`config.mk`:
```
export PLATFORM = sky130hd
export DESIGN_NAME = instr_mem_server
export DESIGN_NICKNAME = d
export VERILOG_FILES = /design/src/rtl/AluCtrlSig_pkg.sv /design/src/rtl/imem_ram.sv /design/src/rtl/instr_mem_server.sv
export SDC_FILE = /design/constraint.sdc
export NUM_CORES = 2
export LEC_CHECK = 0
export CELL_PAD_IN_SITES_DETAIL_PLACEMENT = 1
export CELL_PAD_IN_SITES_GLOBAL_PLACEMENT = 2
export CORE_UTILIZATION = 40
export CTS_CLUSTER_SIZE = 25
export DETAILED_ROUTE_END_ITERATION = 16
export GPL_ROUTABILITY_DRIVEN = 1
export HOLD_SLACK_MARGIN = 0.08
export PLACE_DENSITY = 0.64
export SLEW_MARGIN = 20
export SYNTH_ARGS = -nofsm -noshare
export SYNTH_HDL_FRONTEND = slang
export SYNTH_SLANG_ARGS = --single-unit
```
`constraint.sdc`:
```
create_clock -name clk -period 3.4 [get_ports clk]
set_clock_uncertainty 0.2 [all_clocks]
set_input_delay 0.34 -clock clk [delete_from_list [all_inputs] [get_ports clk]]
set_output_delay 0.34 -clock clk [all_outputs]
set_load 0.02 [all_outputs]
```
`src/rtl/AluCtrlSig_pkg.sv`:
```
// Shared CPU control package: opcodes, register names, and the
// instruction-memory server state encoding and NOP constant.
package AluCtrlSig_pkg;

  // Instruction-memory server control states
  typedef enum logic [1:0] {
    ST_IDLE = 2'd0,
    ST_LOAD = 2'd1,
    ST_RUN  = 2'd2
  } imem_state_e;

  // Returned whenever no real instruction is available
  localparam logic [31:0] NOP_INST = 32'h0000_0000;

  // Base opcodes (instr[6:0])
  localparam logic [6:0] OP_LUI    = 7'b0110111;
  localparam logic [6:0] OP_AUIPC  = 7'b0010111;
  localparam logic [6:0] OP_JAL    = 7'b1101111;
  localparam logic [6:0] OP_JALR   = 7'b1100111;
  localparam logic [6:0] OP_BRANCH = 7'b1100011;
  localparam logic [6:0] OP_LOAD   = 7'b0000011;
  localparam logic [6:0] OP_STORE  = 7'b0100011;
  localparam logic [6:0] OP_IMM    = 7'b0010011;
  localparam logic [6:0] OP_REG    = 7'b0110011;

  // ABI register names
  typedef enum logic [4:0] {
    R_ZERO = 5'd0,  R_RA = 5'd1,  R_SP = 5'd2,  R_GP = 5'd3,
    R_TP   = 5'd4,  R_T0 = 5'd5,  R_T1 = 5'd6,  R_T2 = 5'd7,
    R_S0   = 5'd8,  R_S1 = 5'd9,  R_A0 = 5'd10, R_A1 = 5'd11
  } reg_name_e;

endpackage

```
`src/rtl/imem_ram.sv`:
```
// Instruction storage: DEPTH x 32, one synchronous write port and one
// synchronous read port. Contents are deliberately not reset.
module imem_ram #(
  parameter int DEPTH = 128,
  parameter int AW    = 7
) (
  input  logic          clk,
  input  logic          i_we,
  input  logic [AW-1:0] i_waddr,
  input  logic [31:0]   i_wdata,
  input  logic [AW-1:0] i_raddr,
  output logic [31:0]   o_rdata
);

  logic [31:0] r_mem [DEPTH];
  logic [31:0] r_rdata;

  // Write port
  always_ff @(posedge clk) begin
    if (i_we) r_mem[i_waddr] <= i_wdata;
  end

  // Read port: data for the address sampled at this edge
  always_ff @(posedge clk) begin
    r_rdata <= r_mem[i_raddr];
  end

  assign o_rdata = r_rdata;

endmodule

```
`src/rtl/instr_mem_server.sv`:
```
// Instruction memory server: loads a program word stream into imem_ram,
// then serves 1-cycle-latency fetches with range and alignment checking.
module instr_mem_server
  import AluCtrlSig_pkg::*;
#(
  parameter int DEPTH = 128,
  parameter int AW    = 7
) (
  input  logic        clk,
  input  logic        reset,
  input  logic        load_start,
  input  logic        load_valid,
  input  logic [31:0] load_data,
  input  logic        load_last,
  output logic        load_ready,
  input  logic [31:0] pc,
  output logic [31:0] inst,
  output logic        inst_valid,
  output logic [AW:0] prog_len,
  output logic        err_range,
  output logic        err_align
);

  localparam logic [AW:0] FULL_LEN = (AW+1)'(DEPTH);
  localparam logic [AW:0] LAST_IDX = (AW+1)'(DEPTH - 1);

  imem_state_e r_state;
  logic [AW:0] r_prog_len;
  logic        r_err_range;
  logic        r_err_align;
  logic        r_fetch_ok;   // RAM output at this cycle is a real instruction

  logic        w_in_load;
  logic        w_we;
  logic [29:0] w_word_idx;
  logic [29:0] w_len_ext;
  logic        w_misalign;
  logic        w_out_range;
  logic [31:0] w_rdata;

  assign w_in_load   = (r_state == ST_LOAD);
  // load_start in LOAD restarts the program, so the word in that cycle is dropped
  assign w_we        = w_in_load & load_valid & ~load_start;
  assign w_word_idx  = pc[31:2];
  assign w_len_ext   = 30'(r_prog_len);
  assign w_misalign  = (pc[1:0] != 2'b00);
  assign w_out_range = (w_word_idx >= w_len_ext);

  imem_ram #(.DEPTH(DEPTH), .AW(AW)) u_ram (
    .clk     (clk),
    .i_we    (w_we),
    .i_waddr (r_prog_len[AW-1:0]),
    .i_wdata (load_data),
    .i_raddr (pc[AW+1:2]),
    .o_rdata (w_rdata)
  );

  // Control FSM, program length counter, sticky error flags, fetch qualifier
  always_ff @(posedge clk or posedge reset) begin
    if (reset) begin
      r_state     <= ST_IDLE;
      r_prog_len  <= '0;
      r_err_range <= 1'b0;
      r_err_align <= 1'b0;
      r_fetch_ok  <= 1'b0;
    end else begin
      r_fetch_ok <= 1'b0;
      case (r_state)
        ST_IDLE: begin
          if (load_start) begin
            r_state     <= ST_LOAD;
            r_prog_len  <= '0;
            r_err_range <= 1'b0;
            r_err_align <= 1'b0;
          end
        end
        ST_LOAD: begin
          if (load_start) begin
            r_prog_len  <= '0;
            r_err_range <= 1'b0;
            r_err_align <= 1'b0;
          end else if (load_valid) begin
            if (r_prog_len != FULL_LEN) r_prog_len <= r_prog_len + (AW+1)'(1);
            if (load_last || r_prog_len == LAST_IDX) r_state <= ST_RUN;
          end
        end
        ST_RUN: begin
          if (load_start) begin
            r_state     <= ST_LOAD;
            r_prog_len  <= '0;
            r_err_range <= 1'b0;
            r_err_align <= 1'b0;
          end else if (w_misalign) begin
            r_err_align <= 1'b1;
          end else if (w_out_range) begin
            r_err_range <= 1'b1;
          end else begin
            r_fetch_ok <= 1'b1;
          end
        end
        default: r_state <= ST_IDLE;
      endcase
    end
  end

  assign load_ready = w_in_load;
  assign inst       = r_fetch_ok ? w_rdata : NOP_INST;
  assign inst_valid = r_fetch_ok;
  assign prog_len   = r_prog_len;
  assign err_range  = r_err_range;
  assign err_align  = r_err_align;

endmodule

```
; Yosys cells after proc, flatten, opt, wreduce, memory -nomap -nowiden
; Memories as Yosys holds them, arrays and structs flattened. A register that Yosys moved wholly into a read port is not among the register bits.
; Index checks and enable logic that the tools add are counted.
[op_classes]
n_addsub = 1
n_lt_le_gt_ge = 1
n_eq_ne = 14
muxes = 25
bitwise = 3
reduce_logical = 11
[ops]
columns = operator, n
row1 = $mux W32, 1
row2 = $mux W8, 4
row3 = $ge A30 B8 Y1, 1
row4 = $pmux W8 S2, 1
row5 = $mux W1, 12
row6 = $ne A3 B3 Y1 const B, 4
row7 = $reduce_and A4 Y1, 3
row8 = $add A8 B1 Y8 const B, 1
row9 = $eq A8 B7 Y1 const B, 1
row10 = $mux W2, 4
row11 = $ne A8 B8 Y1 const B, 1
row12 = $ne A2 B1 Y1 const B, 3
row13 = $reduce_bool A2 Y1, 3
row14 = $ne A2 B2 Y1 const B, 2
row15 = $pmux W1 S2, 2
row16 = $pmux W2 S2, 1
row17 = $reduce_or A2 Y1, 2
row18 = $ne A3 B2 Y1 const B, 1
row19 = $reduce_and A3 Y1, 1
row20 = $and A1 B1 Y1, 2
row21 = $eq A2 B1 Y1 const B, 1
row22 = $eq A2 B2 Y1 const B, 1
row23 = $logic_not A2 Y1, 1
row24 = $logic_or A1 B1 Y1, 1
row25 = $not A1 Y1, 1
[word_totals]
ff_bits = 13
mem_bits_rw = 4096
input_bits = 69
wordCells = 61
mem_count = 1
[mem_list]
columns = name, depth, word_bits, rd, rd_clocked_by_memory_dff, wr, line_no
row1 = u_ram.r_mem, 128, 32, 1, 1, 1, imem_ram.sv:15  ; logic [31:0] r_mem [DEPTH];

; Logic depth before layout (Yosys ltp)
[logic_depth]
ltp_word = 6
ltp_mapped = 12

; Cells and area by module
; A second synthesis with hierarchy kept.
[unflattened]
cells_unflattened = 6129
area_unflattened_um2 = 157436.0
[modules_own_cells]
columns = module, n_inst, cells_each, area_per_inst_um2
row1 = imem_ram, 1, 5990, 156276.1
row2 = instr_mem_server, 1, 139, 1159.9

; Worst setup path after synthesis
; OpenSTA, ideal clock, no wires.
[synth_timing]
path_type = reg2reg
start = register r_state[0]
end = memory u_ram.r_mem[110][0], enable pin
setup_time_ps = 421
arrival_time_ps = 2949
required_time_ps = 2779
setup_slack_ps = -170
stages_incl_launch_ff = 6
path_buffers = 1
period_less_slack_ps = 3570
cell_sequence = dfrtp_1 > nor2b_1 > and3_1 > nand3_1 > clkbuf_1 > nor2_1
[synth_between]
elab_chain_len = 5
[synth_lines]
columns = element, line_no
row1 = "start, declared", instr_mem_server.sv:27  ; imem_state_e r_state;
row2 = "start signal, assigned", instr_mem_server.sv:61  ; r_state <= ST_IDLE;
row3 = "start signal, assigned", instr_mem_server.sv:71  ; r_state <= ST_LOAD;
row4 = "start signal, assigned", instr_mem_server.sv:84  ; if (load_last || r_prog_len == LAST_IDX) r_state <= ST_RUN;
row5 = $eq A2 B1 Y1, instr_mem_server.sv:41  ; assign w_in_load = (r_state == ST_LOAD);
row6 = named net load_ready, instr_mem_server.sv:15  ; output logic load_ready,
row7 = $and A1 B1 Y1 (2 in series), instr_mem_server.sv:43  ; assign w_we = w_in_load & load_valid & ~load_start;
row8 = $mux W1, imem_ram.sv:20  ; if (i_we) r_mem[i_waddr] <= i_wdata;
row9 = $mux W1 (not written as such), imem_ram.sv:20
row10 = "end, declared", imem_ram.sv:15
; The timed path passes the listed nets, and every way through them passes these cells.

==> impl_metrics.env <==
export IMPL_status="finished clean"
export IMPL_synthSimpleGateAreaFrac=0.0211
export IMPL_power_mw=109
export IMPL_setup_viol=0
export IMPL_ant_nets=0
export IMPL_power_density_mw_per_mm2=579
export IMPL_grt_pass1_wl_um=684000
export IMPL_htreeDepth=5
export IMPL_yosys_area_top_type="edfxtp_1"
export IMPL_design_area_mm2=0.188
export IMPL_start_kind="flop"
export IMPL_fin_crit_sh=0.980
export IMPL_cp_buffers_inverters=0
export IMPL_synth_seq_cells=4141
export IMPL_rsz0062_at_grt="no"
export IMPL_post_drt_wl_per_cell_um=35.7
export IMPL_synth_top_family_by_area="multiplexers"
export IMPL_postCtsSetupRepairBufs=0
export IMPL_dp_hpwl_um=305000
export IMPL_crit_family="compound AO/OA/AOI/OAI gates"
export IMPL_ys_types=44
export IMPL_clkLatencyLatePin_ns=1.00
export IMPL_crit_arrival_ns=3.97
export IMPL_grt_max_degree=129
export IMPL_synth_top_area_share=0.779
export IMPL_r2r_end="u_ram.o_rdata[5]"
export IMPL_track_usage=0.248
export IMPL_drt_iter0_drc=9860
export IMPL_syn2layout_area_growth_pct=19.2
export IMPL_chipWidth_um=630
export IMPL_initial_core_util=0.402
export IMPL_drt_wl_total_um=500000
export IMPL_synth_mux_area_frac=0.146
export IMPL_p_leak_nw=61.0
export IMPL_worst_pin_slew_ns=1.15
export IMPL_hold_violations=0
export IMPL_synth_compound_area_frac=0.0336
export IMPL_path_cells="mux4_2 > a22oi_1 > nand4_1 > a221oi_1 > nand2_1"
export IMPL_worst_slack_ns=0.0690
export IMPL_synth_common_cells="edfxtp_1, mux2i_1, mux4_2, a22oi_1, clkbuf_1"
export IMPL_cts_max_path_buffers=4
export IMPL_ir_drop_v=0.000486
export IMPL_relSlewSlack=0.235
export IMPL_cts_tree="yes"
export IMPL_avgSynthCellArea_um2=21.1
export IMPL_synth_fa_ha_area_frac=0.000792
export IMPL_synth_xor_area_frac=0.000277
export IMPL_io_buffers=112
export IMPL_syn_cell_area_mm2=0.158
export IMPL_dieArea_mm2=0.397
export IMPL_cp_required_ns=4.04
export IMPL_rr_startpoint="u_ram.r_mem[103][5]"
export IMPL_fmax_ghz=0.300
export IMPL_placed_area_mm2=0.174
export IMPL_clk_pin_slew_worst_paths_ns=0.06
export IMPL_numCtsBuffers=436
export IMPL_die_y_um=630
export IMPL_timing_worst_setup_path_type="reg2reg"
export IMPL_slew_viol_final=0
export IMPL_instances_no_fill=14027
export IMPL_pre_cts_ws_ns=-0.782
export IMPL_min_path_cells=2
export IMPL_synth_edf_count=4096
export IMPL_crit_path_start="u_ram.r_mem[103][5]"
export IMPL_place_inst=13144
export IMPL_maxCapViolCount=0
export IMPL_drive_above_1_share=0.254
export IMPL_end_kind="flop"
export IMPL_clock_sinks=4141
export IMPL_synth_area_top_cells="edfxtp_1, mux4_2, mux2i_1, a22oi_1, a221oi_1"
export IMPL_critPathSlowestCell="a221oi_1"
export IMPL_yosysSeqAreaShare=0.785
export IMPL_drcViolationCount=0
export IMPL_antenna_found_initial=70
export IMPL_viasPerCell=5.87
export IMPL_min_path_type="in2reg"
export IMPL_syn_nets=7582
export IMPL_tns_ns=0
export IMPL_grt_overflow=0
export IMPL_drt_pass1_iter_count=5
export IMPL_place_congestion=0.834
export IMPL_cp_max_fo=1
export IMPL_grt_pass1_vias=83226
export IMPL_finalNetCount=8488
export IMPL_synth_flop_cell="edfxtp_1"
export IMPL_core_mm2=0.393
export IMPL_root_buffer="clkbuf_16"
export IMPL_ys_warn_count=0
export IMPL_rows=230
export IMPL_endpoint="u_ram.o_rdata[5]"
export IMPL_vias=82405
export IMPL_synthCells=7503
export IMPL_num_io_pins=113
export IMPL_synth_most_common_cell="edfxtp_1"
export IMPL_cp_depth=5
export IMPL_max_stage_delay_ns=0.97
export IMPL_r2r_slack_ns=0.07
export IMPL_fill_cells=35283
export IMPL_ys_async_sr_fraction=0.00314
export IMPL_min_period_ns=3.33
export IMPL_ff2ff_path_depth=5
==> worst min-delay path by stage <==
| stage | from | end | slack [ns] |
|---|---|---|---|
| 6_report | load_data[17] | u_ram.r_mem[58][17] | 0.18 |
| 4_1_cts | load_data[14] | u_ram.r_mem[44][14] | 0.14 |
| 2_1_floorplan | reset | err_align | 0.02 |
| 3_3_place_gp | r_state[0] | r_state[0] | 0.36 |
| 5_1_grt | load_data[17] | u_ram.r_mem[58][17] | 0.13 |
| 3_5_place_dp | err_align | err_align | 0.36 |
==> logic make-up after synthesis <==
| group | count (synthesis) |
|---|---|
| buf+inv | 441 |
| fa+ha+maj | 10 |
| mux | 1471 |
| xor+xnor | 5 |
| compound gates | 721 |
| flops | 4141 |
| simple gates | 714 |
==> through the flow <==
step                      hold slack, ns   util
after floorplan                   0.0170      -
after global placement             0.357  0.442
after detailed placement           0.358  0.443
after CTS                          0.136  0.479
after global routing               0.133  0.479
final                              0.181  0.480
==> layer usage <==
layer  up-vias  share of wire  wire (µm)  global-route usage
li1      33291              -          -                   -
met4         8          0.025      12600              0.0596
met3       513          0.081      40400              0.0447
met1     45216           0.43     216000               0.362
met5         -       0.000084         42                   0
met2      3377           0.46     231000               0.388
==> placed cells by master, fill, tap and decap left out, drive strengths merged, types with 5 or more instances in the layout <==
cell type	n
mux4	672
dfxtp	32
nor2b	36
edfxtp	4096
nand2	195
diode	28
a22o	32
clkbuf	576
a21oi	100
nand4	69
nor4	5
a211oi	31
o21ai	7
dlygate4sd3	46
ha	10
clkinvlp	8
a31oi	32
nor2	186
clkdlybuf4s50	76
mux2i	799
nand3	138
and2	63
and3	5
clkinv	171
dfrtp	13
bufinv	34
a221oi	127
nor3	7
inv	33
buf	773
a22oi	384
xnor2	5
==> state kept, by name, indices dropped and copies added, names as in the netlist <==
name           cells
err_align          1
err_range          1
inst_valid         1
prog_len           8
r_state            2
u_ram.o_rdata     32
u_ram.r_mem     4096
==> cell type report <==
cell class	instances	area [µm²]	share of cell area
clock inverters	232	2190	0.0116
repair buffers	895	10700	0.0570
multi-input cells	2921	33100	0.176
inverters	14	57.6	0.000306
flip-flops and latches	4141	124000	0.658
well taps	5220	6530	0.0347
clock buffers	576	11700	0.0622
diodes	28	70.1	0.000372
==> report_power, final <==
group / switching (mW) / leakage, nW / internal, mW
Combinational: 3.78 / 17.0 / 2.09
Sequential: 0.238 / 37.2 / 56.2
Clock: 20.0 / 6.81 / 26.8
Total: 24.0 / 61.0 / 85.1
==> repair_timing <==
item                                    in CTS  in global routing
hold buffers                                46                  0
hold endpoints to repair                  3437                  0
endpoints found under the setup margin      32                  0
gates resized for setup                      3                  0
(Power assumes the default switching activity.)
